`src/rtl/block_0_reg_initiator.sv`:
```
// block_0_reg_initiator: one-command-at-a-time register bus initiator
// supporting read, write, read-modify-write and bounded poll-until-match.
module block_0_reg_initiator #(
  parameter int ADDRESS_WIDTH = 8,
  parameter int DATA_WIDTH = 32,
  parameter int POLL_LIMIT = 16,
  parameter int POLL_GAP = 4
) (
  input  logic                      i_clk,
  input  logic                      i_rst,
  input  logic                      i_cmd_valid,
  output logic                      o_cmd_ready,
  input  logic [1:0]                i_cmd_op,
  input  logic [ADDRESS_WIDTH-1:0]  i_cmd_address,
  input  logic [DATA_WIDTH-1:0]     i_cmd_data,
  input  logic [DATA_WIDTH-1:0]     i_cmd_mask,
  input  logic [DATA_WIDTH/8-1:0]   i_cmd_strobe,
  output logic                      o_bus_valid,
  output logic                      o_bus_write,
  output logic [ADDRESS_WIDTH-1:0]  o_bus_address,
  output logic [DATA_WIDTH-1:0]     o_bus_write_data,
  output logic [DATA_WIDTH/8-1:0]   o_bus_strobe,
  input  logic                      i_bus_ready,
  input  logic [1:0]                i_bus_status,
  input  logic [DATA_WIDTH-1:0]     i_bus_read_data,
  output logic                      o_rsp_valid,
  input  logic                      i_rsp_ready,
  output logic [1:0]                o_rsp_status,
  output logic [DATA_WIDTH-1:0]     o_rsp_data,
  output logic                      o_busy
);
  localparam int CW = $clog2(POLL_LIMIT + 1);
  localparam int GW = $clog2(POLL_GAP + 1);
  localparam logic [1:0] OP_READ = 2'b00, OP_WRITE = 2'b01, OP_RMW = 2'b10, OP_POLL = 2'b11;
  typedef enum logic [2:0] {IDLE, RD, WR, GAP, RESP} state_t;
  state_t state, state_n;
  logic [1:0] op;
  logic [ADDRESS_WIDTH-1:0] addr;
  logic [DATA_WIDTH-1:0] data, mask, rmw_data;
  logic [DATA_WIDTH/8-1:0] strobe;
  logic [CW-1:0] cnt;
  logic [GW-1:0] gap;
  logic bus_err, poll_miss;
  assign o_cmd_ready = state == IDLE;
  assign o_busy = state != IDLE;
  always_comb begin
    bus_err = i_bus_status[1];
    poll_miss = op == OP_POLL && ((i_bus_read_data ^ data) & mask) != '0;
    rmw_data = (i_bus_read_data & ~mask) | (data & mask);
    state_n = state;
    case (state)
      IDLE: if (i_cmd_valid) state_n = i_cmd_op == OP_WRITE ? WR : RD;
      RD: if (i_bus_ready) state_n = (bus_err || op == OP_READ) ? RESP :
                                     op == OP_RMW ? WR :
                                     (!poll_miss || cnt == CW'(POLL_LIMIT - 1)) ? RESP : GAP;
      WR: if (i_bus_ready) state_n = RESP;
      GAP: if (gap == GW'(POLL_GAP - 1)) state_n = RD;
      RESP: if (i_rsp_ready) state_n = IDLE;
      default: state_n = IDLE;
    endcase
  end
  always_ff @(posedge i_clk or posedge i_rst)
    if (i_rst) state <= IDLE;
    else state <= state_n;
  // Bus and response registers load only on phase entry so they stay stable while held.
  always_ff @(posedge i_clk or posedge i_rst) begin
    if (i_rst) begin
      op <= '0;
      addr <= '0;
      data <= '0;
      mask <= '0;
      strobe <= '0;
      cnt <= '0;
      gap <= '0;
      o_bus_valid <= 1'b0;
      o_bus_write <= 1'b0;
      o_bus_address <= '0;
      o_bus_write_data <= '0;
      o_bus_strobe <= '0;
      o_rsp_valid <= 1'b0;
      o_rsp_status <= '0;
      o_rsp_data <= '0;
    end else begin
      if (state == IDLE && i_cmd_valid) begin
        op <= i_cmd_op;
        addr <= i_cmd_address;
        data <= i_cmd_data;
        mask <= i_cmd_mask;
        strobe <= i_cmd_strobe;
        cnt <= '0;
      end else if (state == RD && i_bus_ready) begin
        cnt <= cnt + 1'b1;
      end
      gap <= state == GAP ? gap + 1'b1 : '0;
      o_bus_valid <= state_n == RD || state_n == WR;
      o_bus_write <= state_n == WR;
      if (state_n == RD && state != RD) begin
        o_bus_address <= state == IDLE ? i_cmd_address : addr;
        o_bus_strobe <= '0;
      end
      if (state_n == WR && state != WR) begin
        o_bus_address <= state == IDLE ? i_cmd_address : addr;
        o_bus_write_data <= state == IDLE ? i_cmd_data : rmw_data;
        o_bus_strobe <= state == IDLE ? i_cmd_strobe : strobe;
      end
      o_rsp_valid <= state_n == RESP;
      if (state_n == RESP && state != RESP) begin
        o_rsp_status <= bus_err ? i_bus_status : poll_miss ? 2'b01 : 2'b00;
        o_rsp_data <= state == WR ? o_bus_write_data : i_bus_read_data;
      end
    end
  end
endmodule

```
`config.mk`:
```
export PLATFORM = sky130hd
export DESIGN_NAME = block_0_reg_initiator
export DESIGN_NICKNAME = d
export VERILOG_FILES = /design/src/rtl/block_0_reg_initiator.sv
export SDC_FILE = /design/constraint.sdc
export NUM_CORES = 1
export LEC_CHECK = 0
export ABC_AREA = 1
export CORE_ASPECT_RATIO = 0.7
export CORE_MARGIN = 2
export CORE_UTILIZATION = 25
export DETAILED_ROUTE_END_ITERATION = 10
export HOLD_SLACK_MARGIN = 0.02
export SETUP_SLACK_MARGIN = 0.5
export SLEW_MARGIN = 20
export SYNTH_ARGS = -nofsm -noshare
export SYNTH_HDL_FRONTEND = slang
export SYNTH_SLANG_ARGS = --single-unit
export TNS_END_PERCENT = 1
```
`constraint.sdc`:
```
create_clock -name i_clk -period 7.7 [get_ports i_clk]
set_clock_uncertainty 0.2 [all_clocks]
set_input_delay 1.54 -clock i_clk [delete_from_list [all_inputs] [get_ports i_clk]]
set_output_delay 1.54 -clock i_clk [all_outputs]
set_load 0.01 [all_outputs]
```
==> results of run 1 <==
-- sequential cells by signal, indices dropped and copies added, names as in the netlist, 2 cells and up --
signal / flops
o_bus_address: 8
o_bus_strobe: 4
o_rsp_data: 32
strobe: 4
data: 32
addr: 8
state: 3
gap: 3
o_bus_write_data: 32
o_rsp_status: 2
op: 2
cnt: 5
mask: 32
-- final timing paths --
check                                         start                           end  slack [ps]  depth (start not counted)
worst max-delay path            i_bus_read_data[22]  o_bus_address[4]$_DFFE_PP0P_        2990                         16
worst min-delay path               gap[0]$_DFF_PP0_              gap[0]$_DFF_PP0_         230                          1
worst max register to register   state[2]$_DFF_PP0_  o_bus_address[2]$_DFFE_PP0P_        3280                         13
worst min register to register     gap[0]$_DFF_PP0_              gap[0]$_DFF_PP0_         230                          1
max in group asynchronous                     i_rst           mask[2]$_DFFE_PP0P_        4810                          3
min in group asynchronous                     i_rst          mask[20]$_DFFE_PP0P_        1280                          2
-- layout make-up --
type,count,area share (%)
inverters,102,3.49
clock buffers,23,4.37
well taps,427,4.79
multi-input cells,731,30.1
repair buffers,206,18.3
diodes,1,0.0224
flip-flops and latches,170,38.1
clock inverters,9,0.796
-- per-layer routing --
layer	up-vias	GRT usage, %	share of wire (%)
met5	-	0	0.10
met3	27	4.38	6.3
met1	3534	21.9	48
met4	4	3.74	1.1
li1	3693	-	-
met2	181	24.3	44
-- per-stage QoR --
stage	total power, mW	std cells	hold WS [ps]
after global routing	4.98	1668	246
after detailed placement	3.77	1636	224
after global placement	3.72	1636	224
after floorplan	2.83	1048	210
after CTS	4.65	1668	236
final	4.58	1669	234
-- cell usage after synthesis --
cell | n | share of area (%)
nand2_1 | 413 | 19
dfrtp_1 | 170 | 52
o21ai_0 | 111 | 6.8
inv_1 | 96 | 4.4
nor2_1 | 54 | 2.5
nand3_1 | 51 | 3.1
a31oi_1 | 33 | 2.5
mux2i_1 | 32 | 3.9
clkbuf_1 | 26 | 1.2
o21ai_1 | 13 | 0.79
buf_2 | 12 | 0.73
inv_2 | 6 | 0.27
a21oi_1 | 5 | 0.31
ha_1 | 4 | 0.61
buf_1 | 3 | 0.14
buf_6 | 3 | 0.41
nand2_2 | 3 | 0.23
nor3_1 | 3 | 0.18
o211ai_1 | 2 | 0.18
o22ai_1 | 2 | 0.15
buf_4 | 1 | 0.092
nand3_2 | 1 | 0.12
nand3b_1 | 1 | 0.092
nand4_1 | 1 | 0.076
nor3_2 | 1 | 0.12
nor3_4 | 1 | 0.20
-- power by group through the flow --
stage	combinational, mW	clock [mW]	sequential (mW)
floorplan	1.16	0	1.67
global placement	2.09	0	1.63
detailed placement	2.12	0	1.64
CTS	2.13	0.888	1.63
global route	2.36	0.918	1.70
finish	2.09	0.859	1.63
-- placed cells by master, fill, tap and decap left out, types with 3 or more instances in the layout --
cell type,instances
o21ai_1,13
nand3_1,51
o21ai_0,111
mux2i_1,32
clkdlybuf4s50_1,199
clkbuf_16,17
clkinvlp_4,3
clkinv_2,3
nor3_1,3
nor2_1,54
a21oi_1,5
nand2_1,411
ha_1,4
inv_2,5
clkbuf_8,4
buf_4,7
nand2_2,4
a31oi_1,33
inv_1,95
clkinv_4,3
dfrtp_1,170
-- cell families after synthesis --
group,Yosys count,synth area share (%)
AND/OR/NAND/NOR,529,25.5
buffers and inverters,147,7.24
multiplexers,32,3.91
flip-flops,170,51.9
AO/OA/AOI/OAI,166,10.7
adder cells (fa/ha/maj),4,0.611
==> summary.log, run 1 <==
INFO  run_status     run_status=finished, final reports clean
INFO  drt            drt_iter0_drc=533
INFO  run            maxCapViolCount=0
INFO  die            die_w=220um
INFO  finish         final_net_count=1349
INFO  drt            routed_wire_length_per_instance=15.7um
INFO  finish         combined_flip_flop_and_latch_cell_area=0.00425mm^2
INFO  clock_tree     post_cts_buffers=0
INFO  drt            drc_violations_left=0
INFO  placement      placed_standard_cell_area=0.0106mm^2
INFO  sta            max_freq=212MHz
INFO  sta            setup-tns-final=0ps
INFO  clock_tree     cts_inserted_buffers=17
INFO  power_and_ir_drop power_frac_comb=45.6%
INFO  global_routing grt_start_max_net_pins=98
INFO  clock_tree     cts.htree.levels=4
INFO  clock_tree     cts.clk_slew.worst_paths=70ps
INFO  drt            avgViaCountPerCell=4.46
INFO  sta            rsz0062_at_grt=false
INFO  finish         fillCellCount=3318
INFO  global_routing grt.overflow.total=0
INFO  critical_path  critical_path.top_delay_family=simple AND/OR/NAND/NOR gates
INFO  drt            routed-via-count=7439
INFO  synthesis      synth-seq-area-share=51.9%
INFO  critical_path  worst-path-buf-inv=2
INFO  global_routing grt_first_pass_wirelength=40800um
INFO  critical_path  worstSetupPathType=in2reg
INFO  finish         finish.utilization=34.6%
INFO  sta            slew_headroom=33.1%
INFO  global_routing globalRouteTotalUtil=15.8%
INFO  finish         multiInputGateArea=0.00336mm^2
INFO  finish         layout.cell_area.non_filler=0.0112mm^2
INFO  power_and_ir_drop internal_power=2.69mW
INFO  sta            max_slew.worst_pin.slew=1000ps
INFO  finish         areaGrowthSynthToFinish=36.3%
INFO  synthesis      synth.net_count=1169
INFO  synthesis      synth.distinct_cells=26
INFO  critical_path  worst_path_most_repeated_cell=nand2_1
INFO  clock_tree     clock_insertion_delay_worst_skew=440ps
INFO  critical_path  critical_path_arrival=4880ps
INFO  worst_hold_path hold_path_class=reg2reg
INFO  die            floorplan.die.height=155um
INFO  die            placeableCoreArea=0.0323mm^2
INFO  finish         layout-drive-gt1-share=4.19%
INFO  sta            finalCritPeriodShare=61.1%
INFO  die            placement_rows=55
INFO  global_routing grt_antenna_before_repair=4
INFO  sta            layout_setup_ws=2990ps
INFO  die            start_util=25.4%
INFO  sta            hold_viol_final=0
INFO  critical_path  worst_setup_path_end_kind=register
INFO  critical_path  cp_data_required_time=7870ps
INFO  synthesis      post_synthesis_sequential_element_count=170
INFO  placement      portBuffers=199
INFO  sta            finalWorstPathRequiredPeriod=4710ps
INFO  critical_path  crit_path_max_incr_delay=700ps
INFO  drt            antenna_violating_nets_post_route=0
INFO  critical_path  critical_path.startpoint_type=input pin
INFO  synthesis      total_number_of_yosys_warnings=0
INFO  power_and_ir_drop pwr-share-clk=18.8%
INFO  sta            max_slew_violation_count=0
INFO  synthesis      synthesis.area=0.00819mm^2
INFO  clock_tree     clock_tree.buffer_depth=2
INFO  placement      routabilityCongestion=0.765
INFO  critical_path  timing.critical_path.cells=clkdlybuf4s50_1, inv_1, nand2_1, nand3_1, nand2_1, nor2_1, nand2_1, nor2_1, nand2_1, nand4_1, nand2_1, a21oi_1, nand3_4, nand2_2, nand2_1, nand2_1
INFO  power_and_ir_drop power_leakage=5.26nW
INFO  global_routing number_of_global_route_vias_before_repair=7341
INFO  sta            report.final.setup_viol=0
INFO  clock_tree     tritoncts=built
INFO  placement      place_ws=2460ps
INFO  die            io-pin-count=200
INFO  power_and_ir_drop total_switching_power=1.89mW
INFO  critical_path  crit_slowest_cell=nand3_4
INFO  clock_tree     cts.sink_count=170
INFO  placement      detail_placement_hpwl=18500um
INFO  die            floorplan.die_area=0.0342mm^2
INFO  clock_tree     root_buffer=clkbuf_16
INFO  clock_tree     cts_hold_buf=0
INFO  critical_path  path_max_fanout=78
INFO  synthesis      syn_inst=1048
INFO  power_and_ir_drop power_switching_share=41.3%
INFO  drt            detail_route.first_pass.iterations=6
INFO  drt            routed_wirelength=26200um
INFO  power_and_ir_drop power.sequential.fraction=35.6%
INFO  clock_tree     cts-resized-gates=0
INFO  power_and_ir_drop power_density=410mW/mm^2
INFO  synthesis      post_synth.cell_area_avg=7.81um^2
INFO  power_and_ir_drop highest_ir_drop_seen_on_vdd=0.170mV
Note: power is estimated with default switching activity, not from simulation.
==> inputs of run 2 (changes only) <==
clock period = 4.78 ns   (was 7.7 ns; I/O delays follow)
==> summary.log, run 2 (synthesized netlist as in run 1, its figures left out) <==
INFO  finish         layout.cells.non_filler=1672 [was 1669]
INFO  critical_path  crit_slowest_cell=clkdlybuf4s50_1 [was nand3_4]
INFO  placement      place_ws=856ps [was 2460 ps]
INFO  die            placeableCoreArea=0.0323mm^2 [unchanged]
INFO  clock_tree     cts.sink_count=170 [unchanged]
INFO  worst_hold_path hold_path_class=reg2reg [unchanged]
INFO  clock_tree     cts-resized-gates=0 [unchanged]
INFO  clock_tree     cts_inserted_buffers=17 [unchanged]
INFO  clock_tree     tritoncts=built [unchanged]
INFO  sta            finalWorstPathRequiredPeriod=3430ps
INFO  sta            report.final.setup_viol=0 [unchanged]
INFO  critical_path  cp_data_required_time=4900ps [was 7870 ps]
INFO  die            start_util=25.4% [unchanged]
INFO  placement      placed_standard_cell_area=0.0106mm^2 [about the same]
INFO  critical_path  critical_path_arrival=3560ps [was 4880 ps]
INFO  global_routing grt.overflow.total=0 [unchanged]
INFO  sta            max_slew_violation_count=0 [unchanged]
INFO  power_and_ir_drop power_density=673mW/mm^2 [was 410 mW/mm^2]
INFO  power_and_ir_drop post-layout-total-power=7.59mW [was 4.58 mW]
INFO  global_routing globalRouteTotalUtil=16.1% [was 15.8%]
INFO  sta            rsz0062_at_grt=false [unchanged]
INFO  finish         fillCellCount=3351 [was 3318]
INFO  run_status     run_status=finished, final reports clean [unchanged]
INFO  clock_tree     cts.htree.levels=4 [unchanged]
INFO  finish         layout_common_cells=nand2_1 (411), clkdlybuf4s50_1 (199), dfrtp_1 (170) [unchanged]
INFO  placement      detail_placement_hpwl=19200um [was 18500 um]
INFO  finish         multiInputGateArea=0.00336mm^2 [unchanged]
INFO  placement      routabilityCongestion=0.748 [was 0.765]
INFO  clock_tree     cts.clk_slew.worst_paths=70ps [about the same]
INFO  die            die_w=220um [unchanged]
INFO  drt            routed-via-count=7417 [was 7439]
INFO  placement      placed_cells=1640 [was 1636]
INFO  critical_path  worst_path_most_repeated_cell=nand2_1 [unchanged]
INFO  drt            avgViaCountPerCell=4.44 [was 4.46]
INFO  finish         combined_flip_flop_and_latch_cell_area=0.00425mm^2 [unchanged]
INFO  critical_path  worst_setup_path_end_kind=register [unchanged]
INFO  finish         layout-drive-gt1-share=4.58% [was 4.19%]
INFO  clock_tree     post_cts_buffers=0 [unchanged]
INFO  drt            routed_wirelength=26900um [was 26200 um]
INFO  sta            finalCritPeriodShare=71.8%
INFO  sta            slew_headroom=33.8% [was 33.1%]
INFO  global_routing grt_first_pass_wirelength=41600um [was 40800 um]
INFO  global_routing grt_antenna_before_repair=2 [was 4]
INFO  die            io-pin-count=200 [unchanged]
INFO  critical_path  timing.critical_path.cells=clkdlybuf4s50_1, nand2_1, nand3_1, nand2_1, nor2_1, nand2_1, nor2_1, nand2_1, nand3_1, nand2_1, nand3_1, nand2_2, nand3_4, buf_4, nand2_2, nand2_1, nand2_1 [was clkdlybuf4s50_1, inv_1, nand2_1, nand3_1, nand2_1, nor2_1, nand2_1, nor2_1, nand2_1, nand4_1, nand2_1, a21oi_1, nand3_4, nand2_2, nand2_1, nand2_1]
INFO  finish         final_net_count=1353 [was 1349]
INFO  drt            drt_iter0_drc=468 [was 533]
INFO  drt            drc_violations_left=0 [unchanged]
INFO  critical_path  crit_path_max_incr_delay=520ps [was 700 ps]
INFO  drt            detail_route.first_pass.iterations=5 [was 6]
INFO  drt            routed_wire_length_per_instance=16.1um [was 15.7 um]
INFO  critical_path  critical_path.startpoint_type=input pin [unchanged]
INFO  global_routing grt_start_max_net_pins=98 [unchanged]
INFO  clock_tree     root_buffer=clkbuf_16 [unchanged]
INFO  sta            max_slew.worst_pin.slew=993ps [was 1000 ps]
INFO  clock_tree     cts_hold_buf=0 [unchanged]
INFO  global_routing number_of_global_route_vias_before_repair=7306 [was 7341]
INFO  run            maxCapViolCount=0 [unchanged]
INFO  sta            hold_viol_final=0 [unchanged]
INFO  power_and_ir_drop highest_ir_drop_seen_on_vdd=0.251mV [was 0.170 mV]
INFO  drt            antenna_violating_nets_post_route=0 [unchanged]
INFO  sta            holdWs=246ps [was 234 ps]
INFO  clock_tree     clock_tree.buffer_depth=2 [unchanged]
INFO  sta            layout_setup_ws=1350ps [was 2990 ps]
INFO  die            floorplan.die_area=0.0342mm^2 [unchanged]
INFO  clock_tree     clock_insertion_delay_worst_skew=440ps [about the same]
INFO  die            placement_rows=55 [unchanged]
INFO  sta            max_freq=291MHz
INFO  die            floorplan.die.height=155um [unchanged]
INFO  power_and_ir_drop power_leakage=5.32nW [was 5.26 nW]
INFO  finish         num_antenna_cells=0 [was 1]
INFO  placement      portBuffers=199 [unchanged]
INFO  critical_path  worstSetupPathType=in2reg [unchanged]
INFO  critical_path  path_max_fanout=40 [was 78]
INFO  sta            setup-tns-final=0ps [unchanged]
INFO  finish         final_common_cell=nand2_1 [unchanged]
INFO  finish         finish.utilization=35.0% [was 34.6%]
INFO  finish         layout.cell_area.non_filler=0.0113mm^2 [was 0.0112 mm^2]
INFO  finish         areaGrowthSynthToFinish=37.9% [was 36.3%]
## run 2: cell types whose count changed in the layout (fill, tap and decap cells not counted)
| cell | delta |
|---|---|
| bufinv_16 | +3 |
| diode_2 | -1 |
| clkinv_4 | -1 |
| buf_4 | +2 |
| clkbuf_1 | -1 |
| clkinv_2 | -1 |
| clkbuf_8 | +1 |
| clkinvlp_4 | -1 |
| buf_12 | +2 |
## run 2: layout make-up
cell class | count | area share [%]
Sequential cell | 170 | 37.7
Tap cell | 427 | 4.73
Clock buffer | 23 | 4.41
Inverter | 102 | 3.43
Multi-Input combinational cell | 731 | 29.8
Timing Repair Buffer | 210 | 18.6
Clock inverter | 9 | 1.41
## run 2: path summary, 6_finish.rpt
kind	start	endpoint	slack, ps	cells past startpoint
max in group asynchronous	i_rst	mask[4]$_DFFE_PP0P_	2670	3
min in group asynchronous	i_rst	mask[22]$_DFFE_PP0P_	850	2
setup / recovery	i_bus_read_data[3]	o_bus_address[5]$_DFFE_PP0P_	1350	17
setup reg to reg	state[1]$_DFF_PP0_	o_bus_address[5]$_DFFE_PP0P_	1940	11
hold reg to reg	gap[0]$_DFF_PP0_	gap[0]$_DFF_PP0_	250	1
hold / removal	gap[0]$_DFF_PP0_	gap[0]$_DFF_PP0_	250	1
## run 2: critical path, delay by kind of cell
kind          cells  cell delay, ps
simple gates     15            1670
buf+inv           2             910
## run 2: report_power, final
group          total [mW]  leakage (nW)  switching (mW)  internal (mW)
Sequential           2.63          2.09           0.514           2.12
Clock                1.56         0.320           0.613          0.949
Combinational        3.40          2.92            1.95           1.45
## run 2: routing by layer
layer / track usage [%] / vias to the layer above / routed length [um]
met2: 24.3 / 201 / 11600
met5: 0 / - / 13
li1: - / 3698 / -
met1: 22.8 / 3497 / 13300
met4: 3.68 / 2 / 272
met3: 4.20 / 19 / 1710
